### src/rtl/ifid_skid_reg.sv
// IF/ID pipeline boundary register with a one-entry skid buffer.
// Fetch hands {pc, instr} pairs in through a valid/ready handshake, and
// decode takes them out through its own valid/ready handshake. The skid
// entry absorbs the one extra pair that fetch issues after decode stalls.
// A flush squashes every held pair and leaves an all-zero NOP bubble.
// A saturating counter records the decode back-pressure cycles.
module ifid_skid_reg #(
  parameter int PC_W    = 32,
  parameter int INSTR_W = 32,
  parameter int CNT_W   = 16
) (
  input  logic               clk,
  input  logic               arst,
  input  logic               flush,
  input  logic               in_valid,
  output logic               in_ready,
  input  logic [PC_W-1:0]    in_pc,
  input  logic [INSTR_W-1:0] in_instr,
  output logic               out_valid,
  input  logic               out_ready,
  output logic [PC_W-1:0]    out_pc,
  output logic [INSTR_W-1:0] out_instr,
  output logic [CNT_W-1:0]   stall_cnt
);

  typedef enum logic [1:0] {
    ST_EMPTY = 2'b00,
    ST_HALF  = 2'b01,
    ST_FULL  = 2'b10
  } state_t;

  localparam logic [CNT_W-1:0] CNT_ONE = {{(CNT_W-1){1'b0}}, 1'b1};
  localparam logic [CNT_W-1:0] CNT_MAX = {CNT_W{1'b1}};

  state_t             state_q, state_d;
  logic [PC_W-1:0]    main_pc_q, main_pc_d;
  logic [INSTR_W-1:0] main_instr_q, main_instr_d;
  logic [PC_W-1:0]    skid_pc_q, skid_pc_d;
  logic [INSTR_W-1:0] skid_instr_q, skid_instr_d;
  logic               out_valid_q, out_valid_d;
  logic               in_ready_q, in_ready_d;
  logic [CNT_W-1:0]   stall_cnt_q, stall_cnt_d;

  logic acc;
  logic take;

  // Both handshakes use registered flags only, so in_ready never sees out_ready.
  always_comb begin
    acc  = in_valid & in_ready_q;
    take = out_valid_q & out_ready;
  end

  // Next state and datapath: flush wins over every handshake transition.
  always_comb begin
    state_d      = state_q;
    main_pc_d    = main_pc_q;
    main_instr_d = main_instr_q;
    skid_pc_d    = skid_pc_q;
    skid_instr_d = skid_instr_q;

    if (flush) begin
      state_d      = ST_EMPTY;
      main_pc_d    = '0;
      main_instr_d = '0;
      skid_pc_d    = '0;
      skid_instr_d = '0;
    end else begin
      case (state_q)
        ST_EMPTY: begin
          if (acc) begin
            main_pc_d    = in_pc;
            main_instr_d = in_instr;
            state_d      = ST_HALF;
          end
        end
        ST_HALF: begin
          if (acc && take) begin
            // Pass-through: the new pair replaces the one decode consumed.
            main_pc_d    = in_pc;
            main_instr_d = in_instr;
          end else if (acc) begin
            skid_pc_d    = in_pc;
            skid_instr_d = in_instr;
            state_d      = ST_FULL;
          end else if (take) begin
            // Clearing main keeps out_* at zero while nothing is valid.
            main_pc_d    = '0;
            main_instr_d = '0;
            state_d      = ST_EMPTY;
          end
        end
        ST_FULL: begin
          if (take) begin
            main_pc_d    = skid_pc_q;
            main_instr_d = skid_instr_q;
            skid_pc_d    = '0;
            skid_instr_d = '0;
            state_d      = ST_HALF;
          end
        end
        default: begin
          // Unreachable encoding: recover to a clean empty register.
          state_d      = ST_EMPTY;
          main_pc_d    = '0;
          main_instr_d = '0;
          skid_pc_d    = '0;
          skid_instr_d = '0;
        end
      endcase
    end
  end

  // Handshake flags are decoded from the next state so they come straight off flops.
  always_comb begin
    out_valid_d = (state_d != ST_EMPTY);
    in_ready_d  = (state_d != ST_FULL);
  end

  // Saturating count of cycles where decode holds off a valid pair.
  always_comb begin
    stall_cnt_d = stall_cnt_q;
    if (out_valid_q && !out_ready && (stall_cnt_q != CNT_MAX)) begin
      stall_cnt_d = stall_cnt_q + CNT_ONE;
    end
  end

  // State, data and counter registers with synchronous reset.
  always_ff @(posedge clk) begin
    if (arst) begin
      state_q      <= ST_EMPTY;
      main_pc_q    <= '0;
      main_instr_q <= '0;
      skid_pc_q    <= '0;
      skid_instr_q <= '0;
      out_valid_q  <= 1'b0;
      in_ready_q   <= 1'b1;
      stall_cnt_q  <= '0;
    end else begin
      state_q      <= state_d;
      main_pc_q    <= main_pc_d;
      main_instr_q <= main_instr_d;
      skid_pc_q    <= skid_pc_d;
      skid_instr_q <= skid_instr_d;
      out_valid_q  <= out_valid_d;
      in_ready_q   <= in_ready_d;
      stall_cnt_q  <= stall_cnt_d;
    end
  end

  // Main register always feeds decode; it is zero whenever out_valid is low.
  always_comb begin
    in_ready  = in_ready_q;
    out_valid = out_valid_q;
    out_pc    = main_pc_q;
    out_instr = main_instr_q;
    stall_cnt = stall_cnt_q;
  end

endmodule

### config.mk
export PLATFORM = sky130hd
export DESIGN_NAME = ifid_skid_reg
export DESIGN_NICKNAME = d
export VERILOG_FILES = /design/src/rtl/ifid_skid_reg.sv
export SDC_FILE = /design/constraint.sdc
export NUM_CORES = 1
export LEC_CHECK = 0
export BUFFER_PORTS_ARGS = -buffer_cell sky130_fd_sc_hd__buf_2
export CAP_MARGIN = 20
export CORE_MARGIN = 2
export CORE_UTILIZATION = 30
export CTS_CLUSTER_SIZE = 14
export DETAILED_ROUTE_END_ITERATION = 8
export GPL_TIMING_DRIVEN = 0
export PLACE_DENSITY = 0.52
export SYNTH_ARGS = -nofsm -noshare
export SYNTH_HDL_FRONTEND = slang
export SYNTH_SLANG_ARGS = --single-unit
export TNS_END_PERCENT = 5
### constraint.sdc
create_clock -name clk -period 5 [get_ports clk]
set_input_delay 0.5 -clock clk [delete_from_list [all_inputs] [get_ports clk]]
set_output_delay 0.5 -clock clk [all_outputs]
set_load 0.02 [all_outputs]
* Word-level counts from Yosys, hierarchy flattened *
Index checks and enable logic that the tools add are counted.

word-level totals
  register bits after elaboration = 148
  bits in latches = 0
  RAM bits = 0
  memory bits (read-only) = 0
  input bits = 69
  output and inout port bits = 82
  word-level logic and storage cells = 52
  memories kept = 0

cells by class
  add/subtract/negate cells = 1
  multipliers = 0
  div/mod/pow operators = 0
  order comparisons = 0
  equality and inequality tests = 10
  shift-type cells = 0
  multiplexer cells = 21
  bitwise operators = 3
  reductions and logical operators = 9

operators by type and width
  cell                                           count
  one-hot mux 32 bit (3 select lines)            4
  2-to-1 mux 32 bit                              10
  adder 16 x 1 -> 16 bit, second input constant  1
  != test 16 bit, second input constant          1
  2-to-1 mux 2 bit                               6
  != test 2 bit, second input constant           5
  AND reduction 4 bit                            2
  != test 3 bit, second input constant           2
  one-hot mux 2 bit (3 select lines)             1
  logical AND 1 bit                              3
  bitwise AND 1 bit                              2
  == test 2 x 1 -> 1 bit, second input constant  1
  == test 2 bit, second input constant           1
  logical NOT 2 bit                              1
  nonzero test 2 bit                             1
  OR reduction 2 bit                             1
  logical NOT 1 bit                              1
  NOT 1 bit                                      1

* Depth between registers and ports, before layout *
  word-level depth = 7
  gate-level depth with buffers = 7
  gate-level depth less buffers = 5

* Worst setup path after synthesis *
Ideal clock, no wire load.

  path kind = reg-to-reg
  start = reg stall_cnt_q[0] (netlist: stall_cnt[0])
  end = reg stall_cnt_q[1] (netlist: stall_cnt[1])
  library setup time = 0.128 ns
  arrival = 1.749 ns
  data required time = 4.872 ns
  slack = 3.124 ns
  stages on the path, launching flop included = 8
  path buffers = 2
  period minus slack after synthesis = 1.876 ns
  cell sequence = dfxtp_1 > ha_1 > nand3_1 > o41ai_2 > buf_2 > buf_4 > mux2i_1 > nor2_1

between the ends
  longest elaborated chain between the ends = 2
  elaborated cells between the ends (all ways) = 3
  those cells by class = 1 x add/sub; 1 x eq/ne; 1 x reduce/logical

ends and longest elaborated chain
  what                                                                            RTL line  source
  from (decl)                                                                     42        logic [CNT_W-1:0] stall_cnt_q, stall_cnt_d;
  from (signal assigned)                                                          146       stall_cnt_q <= stall_cnt_d;
  parallel branches: the longest is 2 deep, another holds adder 16 x 1 -> 16 bit  --

Several ways; the timed one is not identified.
A chain may end at the register's enable or synchronous reset.

* Final worst setup path *
  start = reg state_q[0]
  end = reg main_instr_q[1] (netlist: out_instr[1])

between the ends
  longest elaborated chain between the ends = 3
  elaborated cells between the ends (all ways) = 9
  those cells by class = 6 x eq/ne; 1 x mux; 2 x reduce/logical

ends and longest elaborated chain
  what                                                                    RTL line  source
  from (decl)                                                             35        state_t state_q, state_d;
  from (signal assigned)                                                  139       state_q <= state_d;
  == test 2 x 1 -> 1 bit (tied with other cells)                          68        case (state_q)
  != test 3 bit (no source line) / != test 2 bit (equally long branches)  --
  AND reduction 4 bit (no source line)                                    --
  to (signal assigned)                                                    141       main_instr_q <= main_instr_d;
  to (decl)                                                               37        logic [INSTR_W-1:0] main_instr_q, main_instr_d;

Parallel ways exist; a longest one is shown, timed or not.

==> impl_summary.log <==
[metrics] run status: completed
[metrics] number of I/O port buffers: 149
[metrics] Worst Tran Pin Value: 0.8646 ns
[metrics] Synth-to-Final Area Change: 24.93%
[metrics] Async S/R FF share, synth: 0%
[metrics] final-layout worst hold slack: 0.3629 ns
[metrics] capture point of the worst reg-to-reg path: out_instr[1]$_SDFFE_PP0P_
[metrics] Post-Synthesis Cell Area: 0.006787 mm^2
[metrics] CTS max path bufs: 2
[metrics] share of final-layout standard cells stronger than drive strength 1: 22.03%
[metrics] quantity of hold-fixing buffers added after cts: 0
[metrics] Mapped Avg Cell Area: 8.734 um^2
[metrics] Commonest cells post-synth: 148 x sky130_fd_sc_hd__dfxtp_1, 137 x sky130_fd_sc_hd__a21oi_1, 70 x sky130_fd_sc_hd__nand2_1
[metrics] count of different cell masters after synthesis: 40
[metrics] flop and latch count out of synthesis: 148
[metrics] cell count after synthesis: 777
[metrics] count of pins over their slew limit: 0
[metrics] final hold violation count: 0
[metrics] setup repair after global routing missed its margin: false
[metrics] Crit Path Class: flop to flop
[metrics] Pwr per Cell Area: 337.1 mW/mm^2
[metrics] global placement routability congestion: 0.7412
[metrics] Worst Path Arrival: 2.35 ns
[metrics] I/O pin count: 151
[metrics] startpoint of the worst hold path: in_instr[16]
[metrics] CTS Root Buffer Type: sky130_fd_sc_hd__clkbuf_16
[metrics] fraction of the yosys area taken by sequential cells: 43.66%
[metrics] fraction of met3 tracks used by global routing: 4.147%
[metrics] largest net degree at the start of global routing: 17
[metrics] Worst Skew: 0.01470 ns
[metrics] CTS resizes: 0
[metrics] ranking of synthesized cells by area: sky130_fd_sc_hd__dfxtp_1 44%, sky130_fd_sc_hd__a21oi_1 10%, sky130_fd_sc_hd__nand4b_1 8.4%, sky130_fd_sc_hd__a2bb2oi_1 8.1%, sky130_fd_sc_hd__a22oi_1 7.0%
[metrics] met1 Use GR: 25.42%
[metrics] Max transition margin: 42.36%
[metrics] floorplan die height: 154.4 um
[metrics] clock tree from TritonCTS: yes
[metrics] Avg Vias per Cell: 5.387
[metrics] core outline area: 0.02243 mm^2
[metrics] Max Cap Viol: 0
[metrics] Period minus WS final: 2.060 ns
[metrics] source of the critical timing path: state_q[0]$_SDFF_PP0_
[metrics] sort of element at the start of the critical path: flop
[metrics] Hold Path Stages: 3
[metrics] cell taking the most area after synthesis: sky130_fd_sc_hd__dfxtp_1
[metrics] global routing usage on met2: 29.19%
[metrics] IR Drop Worst-Case VDD: 189.7 uV
[metrics] total of warnings raised by yosys: 0
[metrics] total congestion overflow after global routing: 0
[metrics] total global-route track usage: 18.51%
[metrics] final cell count without fillers: 1245
[metrics] final setup vio count: 0
[metrics] Setup TNS Final: 0 ns
[metrics] Core Util, Final: 37.79%
[metrics] number of synthesized flops with an enable pin: 0
[metrics] required time worst endpoint: 5.29 ns
[metrics] Starting Density: 30.25%
[metrics] Post-CTS Setup Bufs: 0
[metrics] slack of the worst reg-to-reg path: 2.94 ns
[metrics] worst hold path type: primary input to flop
[metrics] achievable clock frequency: 485.4 MHz
[metrics] startpoint of the worst-slack reg-to-reg timing path: state_q[0]$_SDFF_PP0_
[metrics] routing layer with the top usage in global route: met2
[metrics] placed instance count: 1211
[metrics] clk slew on worst S/H paths: 0.07 ns
[metrics] worst-path maximum fanout: 10
[metrics] 1st-iter DRT viols: 389
[metrics] detailed placer's ending HPWL: 15440 um
[metrics] TritonCTS Buffers: 17
[metrics] clk sink count: 148
[metrics] Die Width: 154.4 um
[metrics] global-route wire length before repair: 35350 um
[metrics] Power Total: 2858 uW
[metrics] capturing element of the worst setup path: out_instr[1]$_SDFFE_PP0P_
[metrics] crit end category: flop
[metrics] share of the cycle needed by the critical path after routing: 41.20%
[metrics] cell with the most instances after synthesis: sky130_fd_sc_hd__dfxtp_1
[metrics] area of the die: 0.02384 mm^2
[metrics] Synth Net Count: 847
[metrics] DRC violations left: 0
[metrics] drt total wl: 22520 um
[metrics] vias after detailed routing: 6707
[metrics] number of global-route vias before repair: 6409
[metrics] Layout Nets: 1015
[metrics] r2r worst-path depth: 5
[metrics] number of antenna-violating nets in the routed design: 0
[metrics] total number of H-tree levels: 4
[metrics] flip-flop cell with the highest count after synthesis: sky130_fd_sc_hd__dfxtp_1
[metrics] proportion of netlist area held by the largest area contributor: 43.66%
[metrics] LEAKAGE: 0.003126 uW
[metrics] number of search-and-repair iterations in the first detailed-routing pass: 5
[metrics] insertion delay of the later-clocked pin in the worst-skew pair: 0.43 ns
[metrics] detail-routed net length per standard cell: 18.09 um
[metrics] initial antenna violation count: 4
[metrics] Site Rows: 55
-- metal layers --
layer | vias up | wire [um]
li1 | 3290 | -
met2 | 196 | 10310
met5 | - | 27
met1 | 3192 | 10780
met3 | 25 | 1119
met4 | 4 | 289
-- kinds of logic after synthesis --
logic type,synth area share [%]
xor+xnor,0.1291
simple gates,16.43
mux,0.9218
fa+ha+maj,0.1843
flops,43.66
buf+inv,6.342
compound gates,32.34
-- cell usage in the layout (no fill, tap or decap), types with 2 or more instances in the layout --
cell,n
sky130_fd_sc_hd__a211oi_1,2
sky130_fd_sc_hd__a21oi_1,137
sky130_fd_sc_hd__a22oi_1,63
sky130_fd_sc_hd__a2bb2oi_1,63
sky130_fd_sc_hd__and2_1,2
sky130_fd_sc_hd__and3_1,2
sky130_fd_sc_hd__buf_1,7
sky130_fd_sc_hd__buf_2,166
sky130_fd_sc_hd__buf_4,2
sky130_fd_sc_hd__buf_6,7
sky130_fd_sc_hd__clkbuf_1,56
sky130_fd_sc_hd__clkbuf_16,17
sky130_fd_sc_hd__clkbuf_8,3
sky130_fd_sc_hd__clkinv_2,2
sky130_fd_sc_hd__clkinv_4,3
sky130_fd_sc_hd__dfxtp_1,148
sky130_fd_sc_hd__diode_2,2
sky130_fd_sc_hd__inv_1,4
sky130_fd_sc_hd__inv_6,5
sky130_fd_sc_hd__mux2_1,2
sky130_fd_sc_hd__mux2i_1,4
sky130_fd_sc_hd__nand2_1,70
sky130_fd_sc_hd__nand3_1,4
sky130_fd_sc_hd__nand3b_1,2
sky130_fd_sc_hd__nand4_1,7
sky130_fd_sc_hd__nand4b_1,65
sky130_fd_sc_hd__nor2_1,8
sky130_fd_sc_hd__nor2_2,2
sky130_fd_sc_hd__nor2b_1,3
sky130_fd_sc_hd__nor4_1,2
sky130_fd_sc_hd__o21ai_1,68
sky130_fd_sc_hd__o31ai_1,7
sky130_fd_sc_hd__or3_1,6
sky130_fd_sc_hd__or4_1,5
-- area by class of cell --
class,count,area (um^2)
antenna,2,5.005
buffer,89,415.4
clock buffer,20,466.7
clock inverter,12,117.6
fill,2378,13960
inverter,4,15.01
multi-input combinational,536,3393
sequential,148,2963
tap,285,356.6
timing repair buffer,149,745.7
-- power by group --
| part | internal, uW | total (uW) | switching (uW) |
|---|---|---|---|
| Clock | 734 | 1290 | 554 |
| Combinational | 128 | 354 | 225 |
| Sequential | 1200 | 1220 | 12.9 |
| Total | 2070 | 2860 | 792 |
-- critical path, cell delays in order (launching register included) --
cell	delay (ns)
sky130_fd_sc_hd__dfxtp_1	0.30
sky130_fd_sc_hd__buf_2	0.22
sky130_fd_sc_hd__clkbuf_1	0.48
sky130_fd_sc_hd__clkbuf_1	0.49
sky130_fd_sc_hd__a2bb2oi_1	0.33
sky130_fd_sc_hd__a21oi_1	0.10
-- sequential cells by signal, indices dropped and copies added, names as in the netlist --
| signal | cells |
|---|---|
| out_instr | 32 |
| out_pc | 32 |
| skid_instr_q | 32 |
| skid_pc_q | 32 |
| stall_cnt | 16 |
| state_q | 2 |
| in_ready | 1 |
| out_valid | 1 |
-- how the worst min path moves through the flow --
| stage | endpoint | slack [ns] |
|---|---|---|
| after floorplan | skid_instr_q[10]$_SDFFE_PP0P_ | 0.45 |
| after global placement | out_instr[12]$_SDFFE_PP0P_ | 0.44 |
| after detailed placement | out_instr[24]$_SDFFE_PP0P_ | 0.44 |
| after CTS | skid_instr_q[16]$_SDFFE_PP0P_ | 0.35 |
| after global routing | skid_pc_q[10]$_SDFFE_PP0P_ | 0.35 |
| final | skid_instr_q[16]$_SDFFE_PP0P_ | 0.36 |
-- per-stage QoR --
stage	instance area, um^2	setup slack [ns]
after floorplan	6787	3.124
after global placement	7889	2.586
after detailed placement	7889	2.608
after CTS	8473	2.896
after global routing	8476	2.723
final	8478	2.940
(Power assumes the default switching activity.)
